File: src/rtl/obj_pkg.sv
// Shared types and constants for the object spawn-coordinate bank.
package obj_pkg;

    typedef enum logic [1:0] {
        ST_IDLE  = 2'd0,
        ST_ROLL  = 2'd1,
        ST_CHECK = 2'd2
    } obj_state_e;

    localparam int DEF_NUM_OBJ     = 10;
    localparam int DEF_X_W         = 8;
    localparam int DEF_NUM_SLOTS   = 16;
    localparam int DEF_SLOT_PITCH  = 10;
    localparam int DEF_X_OFFSET    = 2;
    localparam int DEF_INIT_STRIDE = 3;
    localparam int DEF_MAX_RETRY   = 3;

    // Galois mask for x^16+x^14+x^13+x^11+1 (right-shifting form)
    localparam logic [15:0] LFSR_TAPS = 16'hB400;
    localparam logic [15:0] DEF_SEED  = 16'hACE1;

    // An odd stride against a power-of-two slot count spreads objects over distinct columns.
    function automatic int reset_col(input int i, input int stride, input int num_slots);
        return (i * stride) % num_slots;
    endfunction

endpackage

File: src/rtl/obj_x_bank_lfsr16.sv
// Free-running 16-bit Galois LFSR used as the column picker.
module lfsr16
    import obj_pkg::*;
#(
    parameter logic [15:0] SEED = DEF_SEED
) (
    input  logic        clk,
    input  logic        resetn,
    output logic [15:0] q
);

    // An all-zero seed would lock the register, so it falls back to the default.
    localparam logic [15:0] SEED_EFF = (SEED == 16'h0000) ? DEF_SEED : SEED;

    always_ff @(posedge clk or negedge resetn) begin
        if (!resetn) begin
            q <= SEED_EFF;
        end else begin
            q <= (q >> 1) ^ (q[0] ? LFSR_TAPS : 16'h0000);
        end
    end

endmodule

File: src/rtl/obj_x_bank.sv
// Bank of registered spawn x coordinates; queued respawn requests are served
// lowest index first, with a bounded re-roll to avoid columns already in use.
//
//   state    | meaning
//   ---------+-----------------------------------------------------------
//   IDLE     | waiting for any pending request; latches lowest index
//   ROLL     | sample LFSR low bits as candidate column
//   CHECK    | clash test; re-roll or write x[idx] and pulse load_done
module obj_x_bank
    import obj_pkg::*;
#(
    parameter int          NUM_OBJ     = DEF_NUM_OBJ,
    parameter int          X_W         = DEF_X_W,
    parameter int          NUM_SLOTS   = DEF_NUM_SLOTS,
    parameter int          SLOT_PITCH  = DEF_SLOT_PITCH,
    parameter int          X_OFFSET    = DEF_X_OFFSET,
    parameter int          INIT_STRIDE = DEF_INIT_STRIDE,
    parameter int          MAX_RETRY   = DEF_MAX_RETRY,
    parameter logic [15:0] LFSR_SEED   = DEF_SEED
) (
    input  logic                   clk,
    input  logic                   resetn,
    input  logic [NUM_OBJ-1:0]     load_req,
    output logic [NUM_OBJ*X_W-1:0] x_flat,
    output logic [NUM_OBJ-1:0]     load_done,
    output logic                   busy
);

    localparam int SLOT_W = $clog2(NUM_SLOTS);
    localparam int IDX_W  = (NUM_OBJ > 1) ? $clog2(NUM_OBJ) : 1;
    localparam int RTY_W  = (MAX_RETRY > 0) ? $clog2(MAX_RETRY + 1) : 1;

    localparam logic [1:0] S_IDLE  = 2'(ST_IDLE);
    localparam logic [1:0] S_ROLL  = 2'(ST_ROLL);
    localparam logic [1:0] S_CHECK = 2'(ST_CHECK);

    if (longint'(SLOT_PITCH) * (NUM_SLOTS - 1) + X_OFFSET >= (longint'(1) << X_W)) begin : g_bad_geom
        $error("obj_x_bank: column grid does not fit in X_W bits");
    end
    if (NUM_SLOTS < 2 || (NUM_SLOTS & (NUM_SLOTS - 1)) != 0) begin : g_bad_slots
        $error("obj_x_bank: NUM_SLOTS must be a power of two >= 2");
    end
    if (INIT_STRIDE % 2 == 0) begin : g_bad_stride
        $error("obj_x_bank: INIT_STRIDE must be odd");
    end

    logic [1:0]         state;
    logic [IDX_W-1:0]   idx;
    logic [IDX_W-1:0]   first_idx;
    logic [SLOT_W-1:0]  cand;
    logic [RTY_W-1:0]   retry;
    logic [NUM_OBJ-1:0] pending;
    logic [NUM_OBJ-1:0] clr;
    logic [15:0]        lfsr_q;
    logic [SLOT_W-1:0]  col_all [NUM_OBJ];
    logic [X_W-1:0]     new_x;
    logic               clash;
    logic               write_en;
    logic               unused_lfsr_hi;

    lfsr16 #(.SEED(LFSR_SEED)) u_lfsr (
        .clk    (clk),
        .resetn (resetn),
        .q      (lfsr_q)
    );

    assign unused_lfsr_hi = ^lfsr_q[15:SLOT_W];

    always_comb begin
        first_idx = '0;
        for (int i = NUM_OBJ - 1; i >= 0; i--) begin
            if (pending[i]) first_idx = IDX_W'(i);
        end
    end

    always_comb begin
        clash = 1'b0;
        for (int j = 0; j < NUM_OBJ; j++) begin
            if (IDX_W'(j) != idx && col_all[j] == cand) clash = 1'b1;
        end
    end

    // Retry count only climbs to MAX_RETRY, so inequality doubles as "retries left".
    assign write_en = (state == S_CHECK) && !(clash && retry != RTY_W'(MAX_RETRY));
    assign clr      = write_en ? (NUM_OBJ'(1) << idx) : '0;
    assign new_x    = X_W'(SLOT_PITCH) * X_W'(cand) + X_W'(X_OFFSET);
    assign busy     = (state != S_IDLE) || (|pending);

    always_ff @(posedge clk or negedge resetn) begin
        if (!resetn) begin
            pending   <= '0;
            load_done <= '0;
        end else begin
            pending   <= (pending & ~clr) | load_req;
            load_done <= clr;
        end
    end

    always_ff @(posedge clk or negedge resetn) begin
        if (!resetn) begin
            state <= S_IDLE;
            idx   <= '0;
            cand  <= '0;
            retry <= '0;
        end else begin
            case (state)
                S_IDLE: begin
                    if (|pending) begin
                        idx   <= first_idx;
                        retry <= '0;
                        state <= S_ROLL;
                    end
                end
                S_ROLL: begin
                    cand  <= lfsr_q[SLOT_W-1:0];
                    state <= S_CHECK;
                end
                S_CHECK: begin
                    if (write_en) begin
                        state <= S_IDLE;
                    end else begin
                        retry <= retry + 1'b1;
                        state <= S_ROLL;
                    end
                end
                default: state <= S_IDLE;
            endcase
        end
    end

    // Column is kept next to x so the clash compare never needs a divide.
    for (genvar g = 0; g < NUM_OBJ; g++) begin : g_obj
        localparam int RST_COL = reset_col(g, INIT_STRIDE, NUM_SLOTS);
        logic [X_W-1:0]    x_r;
        logic [SLOT_W-1:0] col_r;

        always_ff @(posedge clk or negedge resetn) begin
            if (!resetn) begin
                x_r   <= X_W'(SLOT_PITCH * RST_COL + X_OFFSET);
                col_r <= SLOT_W'(RST_COL);
            end else if (write_en && idx == IDX_W'(g)) begin
                x_r   <= new_x;
                col_r <= cand;
            end
        end

        assign x_flat[g*X_W +: X_W] = x_r;
        assign col_all[g]           = col_r;
    end

endmodule

File: config.mk
export PLATFORM = sky130hd
export DESIGN_NAME = obj_x_bank
export DESIGN_NICKNAME = d
export VERILOG_FILES = /design/src/rtl/obj_pkg.sv /design/src/rtl/obj_x_bank_lfsr16.sv /design/src/rtl/obj_x_bank.sv
export SDC_FILE = /design/constraint.sdc
export NUM_CORES = 1
export LEC_CHECK = 0
export ABC_AREA = 1
export BUFFER_PORTS_ARGS = -buffer_cell sky130_fd_sc_hd__buf_2
export CAP_MARGIN = 20
export CORE_MARGIN = 5
export CORE_UTILIZATION = 45
export CTS_BUF_LIST = sky130_fd_sc_hd__clkbuf_8
export DETAILED_ROUTE_END_ITERATION = 10
export GPL_ROUTABILITY_DRIVEN = 0
export GPL_TIMING_DRIVEN = 0
export PLACE_DENSITY = 0.7
export SYNTH_ARGS = -nofsm -noshare
export SYNTH_HDL_FRONTEND = slang
export SYNTH_SLANG_ARGS = --single-unit
File: constraint.sdc
create_clock -name clk -period 2.9 [get_ports clk]
set_clock_uncertainty 0.05 [all_clocks]
set_input_delay 0.29 -clock clk [delete_from_list [all_inputs] [get_ports clk]]
set_output_delay 0.29 -clock clk [all_outputs]
set_load 0.02 [all_outputs]
=== Word-level counts from Yosys, hierarchy flattened ===
Index checks and enable logic that the tools add are counted.

* Flip-flop bits (word level): 168
* Input port bits: 12
* Output and inout bits: 91
* Word-level logic and storage cells: 128

* Add/sub/neg operators: 2
* Multipliers: 1
* Equal/unequal tests: 33
* Shifts and indexed selects: 1
* Muxes and demuxes: 28
* Bitwise gates (word level): 4
* Reduce and logical (&&, ||, !) cells: 32

{| class="wikitable"
|+ Operators by type and width
! cell !! count
|-
| $eq 4x4->1 || 10
|-
| $mux 4 || 10
|-
| $logic_and 1x1->1 || 22
|-
| $eq 4x3->1 const B || 4
|-
| $mux 16 || 1
|-
| $ne 3x4->1 const A || 4
|-
| $xor 15x16->16 || 1
|-
| $mux 1 || 11
|-
| $and 10x10->10 || 1
|-
| $mux 10 || 1
|-
| $not 10->10 || 1
|-
| $or 10x10->10 || 1
|-
| $reduce_or 10->1 || 1
|-
| $shl 1x4->10 const A || 1
|-
| $add 8x2->8 const B || 1
|-
| $eq 4x2->1 const B || 2
|-
| $eq 4x4->1 const B || 2
|-
| $ne 2x4->1 const A || 2
|-
| $ne 4x4->1 const A || 2
|-
| $mul 3x4->7 const A || 1
|-
| $mux 2 || 3
|-
| $ne 2x2->1 const B || 3
|-
| $pmux 2 s3 || 1
|-
| $eq 4x1->1 const B || 1
|-
| other kinds (13) || 14
|}

=== Logic depth before layout (Yosys ltp) ===
Gate-level depths: netlist of run 1.

* Depth after elaboration: 19
* Depth in mapped cells: 15
* Mapped depth without buffers: 13

=== Modules after synthesis ===
A second synthesis of run 1 with hierarchy kept.

* Cell total of the unflattened synthesis: 867
* Area, all modules: 7616.1 µm²

{| class="wikitable"
|+ Modules (own cells, without submodules)
! module !! times used !! cells each !! area an instance (µm²) !! sequential area each (µm²)
|-
| obj_x_bank || 1 || 838 || 7156.9 || 3616.0
|-
| lfsr16 || 1 || 29 || 459.2 || 410.4
|}

=== Worst setup path before layout of run 1 ===
Ideal clock, no wire load.

* Path type: register to register
* From: reg cand[1]
* To: reg g_obj[0].x_r[7]
* Setup time: 0.067 ns
* Arrival: 2.292 ns
* Data required time: 2.783 ns
* Setup slack: 0.491 ns
* Stages on the path, launching flop included: 10
* Path buffers: 0
* Period minus slack after synthesis: 2.409 ns
* Path through: dfrtp_1 ha_1 ha_1 fa_1 nand2_1 inv_1 nand4_1 xor2_1 nand4_1 nand2_1

* Longest elaborated chain between the ends: 16
* Elaborated cells between the ends (all ways): 36
* Classes of those cells: add/sub: 1; mul: 1; eq/ne: 10; mux: 10; reduce/logical: 14

{| class="wikitable"
|+ RTL lines
! item !! line !! source
|-
| start: declaration || obj_x_bank.sv:50 || <nowiki>logic [SLOT_W-1:0] cand;</nowiki>
|-
| start signal: assignment || obj_x_bank.sv:115 || <nowiki>cand <= lfsr_q[SLOT_W-1:0];</nowiki>
|-
| branches (longest 16 deep; another with $add 8x2->8) || - ||
|-
| end signal: assignment || obj_x_bank.sv:139 || <nowiki>x_r <= X_W'(SLOT_PITCH * RST_COL + X_OFFSET);</nowiki>
|-
| end signal: assignment || obj_x_bank.sv:142 || <nowiki>x_r <= new_x;</nowiki>
|-
| end: declaration || obj_x_bank.sv:134 || <nowiki>logic [X_W-1:0] x_r;</nowiki>
|}

Parallel ways; which one is timed is not known.
A chain may end at the register's enable or synchronous reset.

=== Worst setup path in the final report of run 1 ===
* From: reg cand[1]
* To: reg g_obj[2].x_r[7]

* Longest elaborated chain between the ends: 16
* Elaborated cells between the ends (all ways): 36
* Classes of those cells: add/sub: 1; mul: 1; eq/ne: 10; mux: 10; reduce/logical: 14

{| class="wikitable"
|+ RTL lines
! item !! line
|-
| branches (longest 16 deep; another with $add 8x2->8) || -
|-
| end signal: assignment || obj_x_bank.sv:139
|-
| end signal: assignment || obj_x_bank.sv:142
|-
| end: declaration || obj_x_bank.sv:134
|}

Parallel ways; which one is timed is not known.

==> impl_results.md, run 1 <==
- Status: finished, final reports clean
- Synth warnings: 0
- Routed wire per std cell: 16.9 um
- Placed Instances: 1177
- Final Hold Fails: 0
- MaxCap Viol Count: 0
- Area of the multi-input gates: 2930 um^2
- Pwr Total: 4.13 mW
- Crit path launch type: register
- Max incr delay on CP: 0.57 ns
- Skew-Pair Late Insertion Delay: approximately 0.47 ns
- DRC errors left: 0
- Hold Path Stages: 0
- Final setup viols: 0
- VDD IR max: 0.244 mV
- Largest net degree at the start of global routing: 90
- Root buffer cell: clkbuf_8
- DP HPWL: roughly 14000 um
- Cell taking the most area after synthesis: dfrtp_1
- Bufs on Longest Clock Path: 2
- Flop2flop setup slack: 0.08 ns
- Most frequent cells in the layout: nand2_1, nand4_1, dfrtp_1, buf_2, inv_1
- Die ar.: 19500 um^2
- Most common cell after layout, fill and taps aside: nand2_1
- Initial antenna violation count: 0
- Period minus WS final: about 2.8 ns
- Prevailing post-synth register cell: dfrtp_1
- Seq/Total Area, Yosys: 53.1%
- FMAX: approximately 350 MHz
- Async SR Flop Fraction: between 90% and 100%
- Vias: 6260
- Max Slew Vio Count: 0
- Initial DRC count: 604
- Hold Path Origin: u_lfsr.q[9]
- Register area: 4030 um^2
- Syn Inst Count: between 800 and 900
- WP data required: 3.25 ns
- Share of cells above drive strength 1: 24.8%
- WL final: 20700 um
- WP buf/inv: 1
- Setup CP Type: register to register
- Via/cell ratio: 5.13
- H-tree depth: 4
- Port bufs: 92
- CP delay by family, top: adder cells
- Final worst path period share: a little under 100%
- Worst slew pin tran: 1.01 ns
- Core region area: approximately 17000 um^2
- DIE WIDTH: 140 um
- Global Route Usage Sum: 21.8%
- Hold crit path type: register to register
- Slowest CP cell: fa_1
- Number of global-route vias before repair: 6216
- PD cells: approximately 460 nW/um^2
- First-pass GRT wire length: about 34000 um
- Yosys reg bits: roughly 160
- Ports: 103
- Worst Hold Path EP: u_lfsr.q[8]
- Drt pass-1 iters: 5
- Main area contributors after synthesis: dfrtp_1, dfstp_2, nand2_1
- Crit path cell chain: ha_1 > ha_1 > fa_1 > nand2_1 > inv_1 > nand4_1 > xor2_4 > nand4_1 > nand2_1
- Netlist cell types: 33
- Cell Rows: 47
- Layout area overhead: 18.7%
- Chip Height: roughly 140 um
- Synth top area share: 33.0%
- Slew margin rel.: between 30% and 40%
- Post-Syn Area: 7580 um^2
- Clock sink total: ~160
- Crit Reg-Reg Endpoint: g_obj[2].x_r[7]
- Clock-pin transition on the worst setup and hold timing paths: around 0.08 ns
- Critical Path Fanout Max: 10
- CTS buffer count: 17
- Antenna cells: 0
- Non-filler cells, final: 1221
- Nets: 1007
- Mean Syn Cell Area: 8.88 um^2
- Post-route ant nets: 0
- Critical path arrival: 3.18 ns
- RSZ-0062 raised after global routing: false
- CTS tree: built
- Total grt overflow: 0
- Leakage: 4.98 nW
- Fillers: 1503
- Worst r2r src: cand[1]
- Effective utilization at floorplan: 45.9%
- EDFF count, synth: 0
- CP endpoint kind: register
- Reg2reg path depth: 9
-- layer usage --
metal | share of wire [%] | global-route usage (%) | vias to the layer above
met5 | 0 | 0 | -
met4 | 4.4 | 10.7 | 0
met3 | 7.0 | 5.59 | 61
met2 | 46 | 33.4 | 219
met1 | 43 | 28.9 | 2976
li1 | - | - | 3004
-- report_power, final --
| part | switching, mW | total [mW] | internal, mW |
|---|---|---|---|
| clock | 0.781 | 1.77 | 0.986 |
| sequential | 0.00515 | 2.22 | 2.21 |
| combinational | 0.101 | 0.146 | 0.0449 |
-- stage by stage --
| stage | setup TNS [ns] | instance area, um^2 | setup WS (ns) | utilization [%] | hold WS, ns |
|---|---|---|---|---|---|
| 6_report | 0 | 9000 | 0.0759 | 54.4 | 0.301 |
| 5_1_grt | 0 | 9000 | 0.00169 | 54.4 | 0.314 |
| 4_1_cts | 0 | 8980 | 0.0244 | 54.3 | 0.303 |
| 3_5_place_dp | -2.39 | 8420 | -0.260 | 51.0 | 0.227 |
| 3_3_place_gp | -97.86 | 8350 | -0.918 | 50.5 | 0.282 |
| 2_1_floorplan | 0 | 7610 | 0.491 | - | -0.0556 |
-- flip-flops by register name (all words and copies together), names as in the netlist --
signal       cells
cand             4
g_obj.col_r     40
g_obj.x_r       70
idx              4
load_done       10
pending         10
retry            2
state            2
u_lfsr.q        16
-- worst max path at each step --
stage                  from         endpoint  slack (ns)  cells after the start
finish              cand[1]  g_obj[2].x_r[7]        0.08                      9
global route        cand[1]  g_obj[7].x_r[7]       0.002                      8
CTS                 cand[1]  g_obj[0].x_r[7]        0.02                      9
detailed placement  cand[1]  g_obj[0].x_r[7]       -0.26                      9
global placement     resetn  g_obj[5].x_r[6]       -0.92                      1
floorplan           cand[1]  g_obj[0].x_r[7]        0.49                      9
-- cell usage after synthesis, types with 2 or more instances --
master and number:
a21oi_1 3, buf_1 2, buf_2 3, buf_4 24
buf_6 11, clkbuf_1 25, dfrtp_1 100, dfstp_2 58
ha_1 6, inv_1 61, inv_2 5, nand2_1 326
nand2_2 2, nand3_1 16, nand3_4 9, nand4_1 113
nor2_1 30, nor2_4 7, o21ai_0 10, xnor2_1 14
xor2_1 16
-- area by class of cell --
class	count	area share (%)
buffer	66	4.90
clock inverter	12	1.72
clock buffer	20	3.06
sequential	158	44.8
tap	220	3.06
multi-input combinational	571	32.6
timing repair buffer	107	7.09
inverter	67	2.80
-- kinds of logic after synthesis --
kind of cell             after synthesis  share of synthesized area [%]
buffers and inverters                133                           9.13
flip-flops                           158                           53.1
AND/OR/NAND/NOR                      507                           31.7
adder cells (fa/ha/maj)                7                           1.25
other                                  1                         0.0495
AO/OA/AOI/OAI                         17                           1.27
XOR/XNOR                              30                           3.47
-- timing repair --
action / 4_1_cts / 5_1_grt
resized for setup: 2 / 1
endpoints found under the setup margin: 16 / 16
cloned: 0 / 0
endpoints found under the hold margin: 58 / 0
buffers inserted: 0 / 1
hold buffers: 11 / 0
Power figures use the tool's default switching activity.
==> inputs of run 2 (changes only) <==
--- a/config.mk
+++ b/config.mk
@@ -15,6 +15,7 @@
 export GPL_ROUTABILITY_DRIVEN = 0
 export GPL_TIMING_DRIVEN = 0
 export PLACE_DENSITY = 0.7
+export RECOVER_POWER = 25
 export SYNTH_ARGS = -nofsm -noshare
 export SYNTH_HDL_FRONTEND = slang
 export SYNTH_SLANG_ARGS = --single-unit
==> run 2 against run 1 <==
Against the previous run:
- the run now ends with max-capacitance violations, max-slew violations left
- first-iteration DRC count down 0.17%
- maximum frequency rose by 0.17%
- die area did not move
- worst hold slack about the same
- flip-flop and latch count unchanged
- sequential share of layout area up 0.16 points
- core utilization down 0.20 points
- via count up 0.30%
- non-clock buffer count is the same
- critical endpoint is now g_obj[0].x_r[7]
- largest power group unchanged
==> impl_results.md, run 2 (synthesis results as in run 1) <==
- Non-filler cells, final: 1221 (unchanged)
- Initial DRC count: 603 (-0.17%)
- Crit path cell chain: ha_1 > ha_1 > fa_1 > nand2_1 > inv_1 > nand4_1 > xor2_4 > nand4_1 > nand2_1
- Largest reg by FF count: g_obj.x_r
- Clock-pin transition on the worst setup and hold timing paths: 0.08 ns (about the same)
- Most common cell after layout, fill and taps aside: nand2_1
- Final setup viols: 0 (unchanged)
- Clock sink total: 158 (unchanged)
- Busiest metal layer after global routing: met2
- First-pass GRT wire length: 33600 um (unchanged)
- Slowest CP cell: fa_1
- Worst slew pin tran: 1.66 ns (+0.651 ns)
- Global Route Usage Sum: 21.8% (unchanged)
- VDD IR max: 0.244 mV (about the same)
- Drt pass-1 iters: 5 (unchanged)
- Met1 usage: 28.9% (unchanged)
- Max Slew Vio Count: 71 (+71)
- MaxCap Viol Count: 1 (+1)
- Sw Ratio: 21.5% (+0.025 points)
- Nets: 1007 (unchanged)
- Placed Instances: 1177 (unchanged)
- CTS tree: built
- P_sw: 887 uW (about the same)
- Hold_ws: 0.301 ns (+0.00000100 ns)
- DP HPWL: 14100 um (unchanged)
- WP data required: 3.25 ns (about the same)
- Largest register FFs: 70 (unchanged)
- Bufs on Longest Clock Path: 2 (unchanged)
- Root buffer cell: clkbuf_8
- Setup CP Type: register to register
- WP buf/inv: 1 (unchanged)
- RSZ-0062 raised after global routing: false
- Largest net degree at the start of global routing: 90 (unchanged)
- Critical path arrival: 3.17 ns (about the same)
- Power share of the combinational group: 3.4% (about the same)
- Chip Height: 140 um (unchanged)
- Critical Path Fanout Max: 10 (unchanged)
- Fillers: 1510 (+0.47%)
- Effective utilization at floorplan: 45.9% (unchanged)
- Initial antenna violation count: 0 (unchanged)
- Core region area: 16500 um^2 (unchanged)
- FMAX: 355 MHz (+0.17%)
- Largest regs: g_obj.x_r x70, g_obj.col_r x40, u_lfsr.q x16
- Slew margin rel.: -10.9% (-43 points)
- Leakage: 4.94 nW (-0.64%)
- Internal power: 3.24 mW (-0.13%)
- Via/cell ratio: 5.14 (+0.30%)
- CTS buffer count: 17 (unchanged)
- Final worst path period share: 97.2% (-0.16 points)
- Failing checks: max-capacitance violations, max-slew violations
- Flop2flop setup slack: 0.08 ns (about the same)
- Status: finished with violations
- Routed wire per std cell: 17.0 um (+0.14%)
- Skew-Pair Late Insertion Delay: 0.47 ns (about the same)
- Total grt overflow: 0 (unchanged)
- Share of cells above drive strength 1: 24.2% (-0.60 points)
- Period minus WS final: 2.82 ns (-0.00466 ns)
- Post-route cell area: 8960 um^2 (-0.36%)
- Crit path launch type: register
- DIE WIDTH: 140 um (unchanged)
- Die ar.: 19500 um^2 (unchanged)
- Cell Rows: 47 (unchanged)
- Final Hold Fails: 0 (unchanged)
- Post-route ant nets: 0 (unchanged)
- Clock power frac: 42.8% (about the same)
- CP endpoint kind: register
- H-tree depth: 4 (unchanged)
- CP delay by family, top: adder cells
- Number of global-route vias before repair: 6216 (unchanged)
- Vias: 6279 (+0.30%)
- WL final: 20700 um (+0.14%)
- Layout area overhead: 18.3%
- Ports: 103 (unchanged)
- Met3 Use GR: 5.59% (unchanged)
- Max incr delay on CP: 0.57 ns (about the same)
- Sequential share of power: 53.8% (about the same)
- Met2 usage: 33.4% (unchanged)
- DP Area: 8420 um^2 (unchanged)
- Port bufs: 92 (unchanged)
- PD cells: 461 nW/um^2 (+0.27%)
- DRC errors left: 0 (unchanged)
- Hold crit path type: register to register
- Antenna cells: 0 (unchanged)
- Most frequent cells in the layout: nand2_1, nand4_1, dfrtp_1, buf_2, inv_1
run 2: timing repair:
| item | in CTS | in global routing |
|---|---|---|
| gates cloned | 0 | 0 |
| buffers inserted | 0 | 1 |
| gates resized for setup | 2 | 1 |
| setup endpoints to repair | 16 | 16 |
| hold buffers | 11 | 0 |
| hold endpoints to repair | 58 | 0 |
run 2: metal layers:
layer,routed length (um),vias up
met4,938,0
met3,1460,63
li1,-,3002
met1,8830,2986
met5,0,-
met2,9490,228
run 2: cell type report:
cell class | count | area [um^2] | share of cell area, %
Clock buffer | 20 | 275 | 3.07
Tap cell | 220 | 275 | 3.07
Clock inverter | 12 | 155 | 1.73
Sequential cell | 158 | 4030 | 44.9
Timing Repair Buffer | 107 | 606 | 6.76
Buffer | 66 | 440 | 4.91
Inverter | 67 | 251 | 2.81
Multi-Input combinational cell | 571 | 2930 | 32.7
run 2: path summary, 6_finish.rpt:
path,start,to,depth (start not counted)
max,cand[1],g_obj[0].x_r[7],9
min,u_lfsr.q[9],u_lfsr.q[8],0
max reg2reg,cand[1],g_obj[0].x_r[7],9
min reg2reg,u_lfsr.q[9],u_lfsr.q[8],0
max in group asynchronous,resetn,g_obj[4].col_r[1],3
min in group asynchronous,resetn,load_done[1],2
run 2: power by group through the flow:
stage               clock, mW  combinational, mW  sequential (mW)
detailed placement          0              0.136             2.26
global placement            0              0.130             2.26
CTS                      1.81              0.148             2.22
global route             1.91              0.160             2.22
floorplan                   0             0.0575             2.27
finish                   1.77              0.141             2.22
run 2: metrics by stage:
stage | utilization [%] | TNS [ns] | power, mW | setup WS (ns)
after floorplan | - | 0 | 2.32 | 0.491
after global placement | 50.5 | -97.86 | 2.39 | -0.918
after detailed placement | 51.0 | -2.39 | 2.40 | -0.260
after CTS | 54.3 | 0 | 4.18 | 0.0244
after global routing | 54.2 | 0 | 4.29 | 0.00172
final | 54.2 | 0 | 4.13 | 0.0806
run 2: worst reg2reg max path, stage by stage, from the launching register on:
cell     delay, ns
dfrtp_1       0.44
ha_1          0.32
ha_1          0.23
fa_1          0.57
nand2_1       0.09
inv_1         0.07
nand4_1       0.21
xor2_4        0.50
nand4_1       0.17
nand2_1       0.11
